## config.mk

```make
export PLATFORM = sky130hd
export DESIGN_NAME = r2sdf_commutator
export DESIGN_NICKNAME = d
export VERILOG_FILES = /design/src/rtl/r2sdf_commutator.sv
export SDC_FILE = /design/constraint.sdc
export NUM_CORES = 1
export LEC_CHECK = 0
export CAP_MARGIN = 10
export CORE_MARGIN = 2
export CORE_UTILIZATION = 45
export CTS_BUF_LIST = sky130_fd_sc_hd__clkbuf_2
export CTS_CLUSTER_DIAMETER = 50
export DETAILED_ROUTE_END_ITERATION = 10
export GPL_TIMING_DRIVEN = 1
export HOLD_SLACK_MARGIN = 0.12
export PLACE_DENSITY_LB_ADDON = 0.12
export SYNTH_ARGS = -nofsm -noshare
export SYNTH_HDL_FRONTEND = slang
export SYNTH_SLANG_ARGS = --single-unit
```

## constraint.sdc

```tcl
create_clock -name clk -period 3.24 [get_ports clk]
set_input_delay 0.648 -clock clk [delete_from_list [all_inputs] [get_ports clk]]
set_output_delay 0.648 -clock clk [all_outputs]
set_load 0.03 [all_outputs]
```

## src/rtl/r2sdf_commutator.sv

```systemverilog
// R2SDF commutator for one radix-2 streaming FFT stage: buffers the first half-block,
// feeds the butterfly during the second half and recirculates its lower output.
module r2sdf_commutator #(
    parameter int bit_width = 16,
    parameter int DEPTH     = 4,
    parameter int TW_SHIFT  = 0,
    parameter int TW_W      = 9
) (
    input  logic                 clk,
    input  logic                 rst,
    input  logic                 in_valid,
    input  logic [bit_width-1:0] in_re,
    input  logic [bit_width-1:0] in_im,
    output logic [bit_width-1:0] bf_re_i1,
    output logic [bit_width-1:0] bf_im_i1,
    output logic [bit_width-1:0] bf_re_i2,
    output logic [bit_width-1:0] bf_im_i2,
    output logic                 bf_en,
    output logic [TW_W-1:0]      tw_addr,
    input  logic [bit_width-1:0] bf_re_o1,
    input  logic [bit_width-1:0] bf_im_o1,
    input  logic [bit_width-1:0] bf_re_o2,
    input  logic [bit_width-1:0] bf_im_o2,
    output logic                 out_valid,
    output logic [bit_width-1:0] out_re,
    output logic [bit_width-1:0] out_im,
    output logic                 out_first
);

    localparam int IW = $clog2(DEPTH);
    localparam int CW = IW + 1;
    localparam int DW = 2 * bit_width;

    logic [CW-1:0]   cnt;
    logic            primed;
    logic            phase_b;
    logic [IW-1:0]   idx;
    logic [DW-1:0]   dl [DEPTH];
    logic [DW-1:0]   head;
    logic [DW-1:0]   wr_data;
    logic [DW-1:0]   candidate;
    logic [TW_W-1:0] tw_idx;

    assign phase_b = cnt[CW-1];
    assign idx     = cnt[IW-1:0];
    assign head    = dl[idx];

    assign bf_re_i1 = head[DW-1:bit_width];
    assign bf_im_i1 = head[bit_width-1:0];
    assign bf_re_i2 = in_re;
    assign bf_im_i2 = in_im;
    assign bf_en    = in_valid & phase_b;

    // Truncating before the shift equals truncating after it, since a left shift only drops high bits.
    assign tw_idx  = TW_W'(idx);
    assign tw_addr = phase_b ? (tw_idx << TW_SHIFT) : '0;

    always_comb begin
        wr_data   = {in_re, in_im};
        candidate = head;
        if (phase_b) begin
            wr_data   = {bf_re_o2, bf_im_o2};
            candidate = {bf_re_o1, bf_im_o1};
        end
    end

    // Delay line is never cleared; it only matters once a full block has been primed.
    always_ff @(posedge clk) begin
        if (!rst && in_valid) begin
            dl[idx] <= wr_data;
        end
    end

    always_ff @(posedge clk) begin
        if (rst) begin
            cnt       <= '0;
            primed    <= 1'b0;
            out_valid <= 1'b0;
            out_first <= 1'b0;
            out_re    <= '0;
            out_im    <= '0;
        end else if (in_valid) begin
            cnt       <= cnt + CW'(1);
            if (cnt == CW'(2 * DEPTH - 1)) begin
                primed <= 1'b1;
            end
            out_valid <= phase_b | primed;
            out_first <= phase_b && (idx == '0);
            out_re    <= candidate[DW-1:bit_width];
            out_im    <= candidate[bit_width-1:0];
        end else begin
            out_valid <= 1'b0;
            out_first <= 1'b0;
        end
    end

endmodule
```

=== Word level (Yosys, flattened, before mapping) ===
Memories as Yosys holds them, arrays and structs flattened. A register that Yosys moved wholly into a read port is not among the register bits.
Index checks and enable logic that the tools add are counted.

* Shift-type cells: 0
* Divide/modulo/power cells: 0
* Reductions and logical operators: 6
* Multipliers: 0
* Add/subtract/negate cells: 1
* Eq/ne operators: 1
* Muxes and demuxes: 7
* Magnitude comparators: 0
* Bitwise operators: 3

{| class="wikitable"
|+ Operators by type and width
! operator !! count
|-
| $mux W32 || 2
|-
| $mux W2 || 3
|-
| $add A3 B1 Y3 const B || 1
|-
| $eq A3 B3 Y1 const B || 1
|-
| $logic_and A1 B1 Y1 || 2
|-
| $logic_not A2 Y1 || 1
|-
| $mux W1 || 2
|-
| $reduce_and A2 Y1 || 1
|-
| $reduce_or A2 Y1 || 1
|-
| $and A1 B1 Y1 || 1
|-
| $logic_not A1 Y1 || 1
|-
| $not A1 Y1 || 1
|-
| $or A1 B1 Y1 || 1
|}

* Bits in registers: 38
* Latch bits: 0
* Memories: 1
* Memory bits (writable): 128
* Output and inout bits: 108
* Bits in read-only memories: 0
* Input bits: 99

{| class="wikitable"
|+ Memory list
! memory !! depth !! bits a word !! read ports !! clocked after memory_dff !! wr ports !! RTL line !! text
|-
| dl || 4 || 32 || 1 || 1 || 1 || 38 || <nowiki>logic [DW-1:0] dl [DEPTH];</nowiki>
|}

=== Logic depth before layout (Yosys ltp) ===
Gate-level depths: netlist of run 1.

* Word-level depth: 4
* Depth in mapped cells: 5

=== Worst setup path before layout of run 1 ===
OpenSTA, ideal clock, no wires.

* Kind: input -> register
* From: in in_valid
* To: mem dl[0][0] (netlist name) (enable)
* Path slack: 0.637 ns
* Buffers on the path: 2
* Arrival: 2.211 ns
* Stages: 4
* Library setup time: 0.392 ns
* Cell sequence: clkbuf_1 > clkbuf_1 > nor2b_1 > and2_1

* Longest elaborated chain between the ends: 3

{| class="wikitable"
|+ RTL lines
! element !! RTL line !! text
|-
| start, declared || 11 || <nowiki>input logic in_valid,</nowiki>
|-
| $logic_and A1 B1 Y1 || 69 || <nowiki>if (!rst && in_valid) begin</nowiki>
|-
| $mux W1 || 69 ||
|-
| $mux W1 (not written as such) || 70 || <nowiki>dl[idx] <= wr_data;</nowiki>
|-
| end, declared || 38 ||
|}

No other way between the ends.

==> results of run 1 <==
## path summary, 6_finish.rpt
check	from	slack (ps)	to	cells after the start
setup / recovery	register	180	bf_re_i1[8]	2
setup reg to reg	cnt[2]	1100	out_im[14]	4
hold / removal	rst	370	cnt[0]	2
hold reg to reg	primed	510	out_valid	1
## cell usage after synthesis, types with 2 or more instances
master / number / area share (%)
mux4_2: 30 / 9.3
and4b_1: 32 / 4.4
mux4_1: 2 / 0.72
inv_1: 2 / 0.10
dfxtp_1: 40 / 11
edfxtp_1: 128 / 53
buf_4: 39 / 4.0
ha_1: 5 / 0.86
mux2_2: 32 / 5.0
nor2_1: 5 / 0.26
buf_1: 3 / 0.16
a211o_1: 32 / 3.9
nor3b_1: 32 / 3.3
buf_12: 3 / 0.83
mux2i_1: 2 / 0.28
buf_2: 7 / 0.48
and2_1: 7 / 0.60
clkbuf_1: 20 / 1.0
## routing by layer
layer  GRT usage (%)  up-vias
met5               0        -
met3           4.153        7
met4           6.133        0
met2           32.49      155
li1                -     1991
met1           24.24     2159
## what timing repair did
action	4_1_cts	5_1_grt
gates resized for setup	29	0
endpoints found under the setup margin	28	0
endpoints found under the hold margin	0	0
## worst register-to-register path, stage by stage, from the launching register on
cell and delay, ps:
dfxtp_2 460, buf_4 370, nor3b_4 640, buf_4 450, a211o_1 190
## power breakdown
group	leakage, uW	switching [uW]	internal, uW	total (uW)
clock network	0.000136	659	347	1010
registers	0.00149	44.0	2410	2450
logic	0.00185	470	412	883
total	0.00348	1170	3170	4340
## logic make-up (layout without fill, tap and decap cells)
logic type	Yosys count	after routing
compound gates	34	34
xor+xnor	1	1
fa+ha+maj	5	5
flops	168	168
simple gates	79	79
other cells	1	8
buf+inv	75	247
mux	66	66
## layout make-up
class / instances / area, um^2 / area share (%)
sequential: 168 / 4653 / 49.47
multi-input combinational: 192 / 2158 / 22.94
timing repair buffer: 213 / 2103 / 22.36
tap: 216 / 270.3 / 2.873
clock inverter: 12 / 111.4 / 1.184
clock buffer: 20 / 100.1 / 1.064
inverter: 2 / 7.507 / 0.07981
antenna: 1 / 2.502 / 0.02660
## flip-flops by register name, summed over array words and instances (netlist names), named ones only
register	flops
dl	128
out_im	16
out_re	16
cnt	3
out_first	1
out_valid	1
primed	1
## stage by stage
stage | instance area, um^2 | setup slack, ps | power (uW)
floorplan | 7284 | 636.9 | 3046
global placement | 9221 | 585.3 | 3411
detailed placement | 9221 | 576.6 | 3426
CTS | 9404 | 34.76 | 4396
finish | 9407 | 181.8 | 4340
global route | 9407 | 3.098 | 4538
==> impl_metrics.toml, run 1 <==
[drt]
wirelength_mm = 15.85
dr.first_iter.drc_count = 314
ant_nets = 0
met3_length_um = 928
via_count = 4312
wl_met2_mm = 8.098
vias_per_cell = 5.233
wl_met1_mm = 6.716
drcViolationCount = 0
dr.pass1.iters = 4
top_layer = "met4"
avgRoutedWirePerCell_um = 19.23

[clock_tree]
cts_max_level = 4
clk_latency_ps = 670
root_buffer = "clkbuf_2"
cts_made_buffers = 17
numClockSinks = 168
cts_setup_buffers = 0
cts_hold_buf = 0
cts_tree = "done"
clockBufferDepth = 2
path_clk_slew_ps = 190

[logic_synthesis]
ys.flop_type = "edfxtp_1"
syn_area_um2 = 7262
ys_seq_area_share_pct = 63.96
syn_inst = 429
ys.warnings.count = 0
synth-simple-area-share_pct = 8.925
synthXorXnorAreaFrac_pct = 0.1206
synth_compound_area_share_pct = 4.032
synthAdderAreaFrac_pct = 0.8615
synth.distinct_cells = 26
avgSynthCellArea_um2 = 16.93
synth-edff-count = 128
ys_seq_elements = 168
async_flop_share_pct = 0
synthMuxAreaShare_pct = 15.27
synth_top_family_by_area = "multiplexers"

[timing]
setup_viol = 0
slew_violations = 0
fin_crit_ps = 3058
skew_ps = 27.43
fmax_mhz = 327.0
finalCritPeriodShare_pct = 94.39
rsz0062_at_grt = "false"
tns_ps = 0
slew-limit-headroom_pct = 56.68
timing_hold_violations_final = 0
whs_ps = 368.3
worstMarginPinSlew_ps = 649.8

[layout]
post-route-util_pct = 59.43
area_growth_pct = 29.53
final_cell_count_no_fill = 824
finalNetCount = 698
most-common-layout-cells = "170 x clkdlybuf4s50_1, 128 x edfxtp_1, 37 x dfxtp_1"
drive_gt1_share_pct = 18.95
nFillCells = 1220
layout_commonest_cell = "clkdlybuf4s50_1"

[power_and_ir_drop]
power_density_nw_per_um2 = 461.3
peakVddDrop_uv = 232.3
leakage_uw = 0.003484

[setup_path]
critPathSlowestCell = "clkdlybuf4s50_1"
start_kind = "register"
path_class = "register to output pin"
critPathArrivalTime_ps = 2410
cp-end-kind = "output pin"
cp.buffers_inverters = 1
cpPeakStageDelay_ps = 650
worstPathMaxFanout = 8
cp_top_family = "buffers and inverters"
cp_cell_sequence = "mux4_1 > clkdlybuf4s50_1"
required_ps = 2590

[flow_run]
maxCapViolations = 0

[placed_design]
numPortBuffers = 199
dp.cells = 791
dp_hpwl_mm = 10.72
routabilityCongestion = 0.7060

[grt]
grt_pass1_vias = 4354
grt_use_total_pct = 18.99
grt.overflow.total = 0
antenna_found_initial = 1
grt_max_degree = 57
grt_pass1_wl_mm = 23.83

[status]
status = "complete, no violations"

[floorplan]
dieArea_um2 = 17170
core_area_um2 = 15830
io_pins = 207
fp.dieH_um = 131.0
std_cell_rows = 46
fp.dieW_um = 131.0
start_util_pct = 45.88

[hold_path]
min_path_type = "primary input to register"
No activity file was read; power rests on OpenSTA's default activity.
==> run 2, diff against run 1 <==
- CAP_MARGIN: 10 -> 20
- CTS_BUF_LIST: sky130_fd_sc_hd__clkbuf_2 -> unset
==> run 2 against run 1 <==
Setup slack got worse by 13 ps. Total power rose by 23%. Cell count fell by 0.12%. Maximum frequency fell by 0.42%. Largest power group unchanged. Highest routed layer unchanged.
==> impl_metrics.toml, run 2 (synthesis results as in run 1) <==
[clock_tree]
clockBufferDepth = 2
root_buffer = "clkbuf_16"
cts_resized = 0
cts_hold_buf = 0
cts_made_buffers = 17
cts_setup_buffers = 0
clk_latency_ps = 420
cts_tree = "done"
cts_max_level = 4
numClockSinks = 168
path_clk_slew_ps = 60

[timing]
fin_crit_ps = 3071
timing_hold_violations_final = 0
tns_ps = 0
setup_viol = 0
skew_ps = 10.18
slew-limit-headroom_pct = 55.73
rsz0062_at_grt = "false"
fmax_mhz = 325.6
worstMarginPinSlew_ps = 664.0
slew_violations = 0
finalCritPeriodShare_pct = 94.78
whs_ps = 483.1

[placed_design]
numPortBuffers = 199
dp_hpwl_mm = 10.72
routabilityCongestion = 0.7060
dp.cells = 791

[floorplan]
core_area_um2 = 15830
start_util_pct = 45.88
std_cell_rows = 46
fp.dieH_um = 131.0
fp.dieW_um = 131.0
io_pins = 207
dieArea_um2 = 17170

[layout]
layout_commonest_cell = "clkdlybuf4s50_1"
largest-register = "dl"
drive_gt1_share_pct = 18.95
reg.largest.list = "dl: 128 flops, out_im: 16 flops, out_re: 16 flops"
antenna_cells = 0
largest_reg_flops = 128
most-common-layout-cells = "197 x clkdlybuf4s50_1, 128 x edfxtp_1, 37 x dfxtp_1"
finalNetCount = 698
post-route-util_pct = 61.91
final_cell_count_no_fill = 823
area_growth_pct = 34.94

[hold_path]
worstHoldStart = "primed"
min_path_type = "register to register"

[drt]
avgRoutedWirePerCell_um = 19.56
wirelength_mm = 16.10
dr.first_iter.drc_count = 315
vias_per_cell = 5.253
ant_nets = 0
via_count = 4323
drcViolationCount = 0
dr.pass1.iters = 4

[setup_path]
start_kind = "register"
cp_top_family = "buffers and inverters"
worstPathMaxFanout = 10
cp_cell_sequence = "buf_4 > mux4_1 > clkdlybuf4s50_1"
cpPeakStageDelay_ps = 620
cp-end-kind = "output pin"
required_ps = 2590
critPathSlowestCell = "clkdlybuf4s50_1"
worstReg2RegStart = "cnt[2]"
cp.buffers_inverters = 2
critPathArrivalTime_ps = 2420
path_class = "register to output pin"

[grt]
grt_max_degree = 57
grt.overflow.total = 0
grt_use_total_pct = 19.08
grt_pass1_vias = 4378
antenna_found_initial = 0
grt_pass1_wl_mm = 24.07

[flow_run]
maxCapViolations = 0

[power_and_ir_drop]
leakage_uw = 0.003594
power_density_nw_per_um2 = 544.2
peakVddDrop_uv = 415.3

[status]
status = "complete, no violations"
[run 2: changes by cell type in the layout (fill, tap and decap cells not counted), sizes merged]
cell / delta
clkinv: -3
clkdlybuf4s50: +27
diode: -1
dlygate4sd2: -27
clkbuf: +3
[run 2: per-stage QoR]
step / power [uW] / instance area [um^2] / setup WS (ps)
after floorplan: 3046 / 7284 / 636.9
after global placement: 3411 / 9221 / 585.3
after detailed placement: 3426 / 9221 / 576.6
after CTS: 5373 / 9799 / 125.6
after global routing: 5518 / 9799 / 49.78
final: 5333 / 9799 / 169.0
[run 2: final cells by class]
cell class	instances	area, um^2
clock buffer	23	478.0
clock inverter	9	100.1
fill	1153	6028
inverter	2	7.507
multi-input combinational	192	2158
sequential	168	4648
tap	216	270.3
timing repair buffer	213	2137
[run 2: worst paths after layout]
| check | to | slack, ps | cells past startpoint |
|---|---|---|---|
| hold / removal | out_valid | 480 | 1 |
| setup reg to reg | out_re[14] | 1100 | 4 |
| hold reg to reg | out_valid | 480 | 1 |
| setup / recovery | bf_re_i1[15] | 170 | 3 |
[run 2: metal layers]
metal	vias to the layer above	part of all wire [%]	global-route usage [%]
li1	1986	-	-
met1	2156	42	24.30
met2	170	50	32.55
met3	11	6.7	4.153
met4	0	0.81	6.508
met5	-	0	0
[run 2: report_power, final]
group	internal, uW	switching [uW]	total [uW]
sequential	2410	44.3	2450
clock	1190	773	1960
combinational	444	473	917
[run 2: worst reg2reg max path: stages (launching register included)]
cell	delay, ps
dfxtp_2	530
buf_4	610
nor3b_4	240
buf_4	310
a211o_1	330
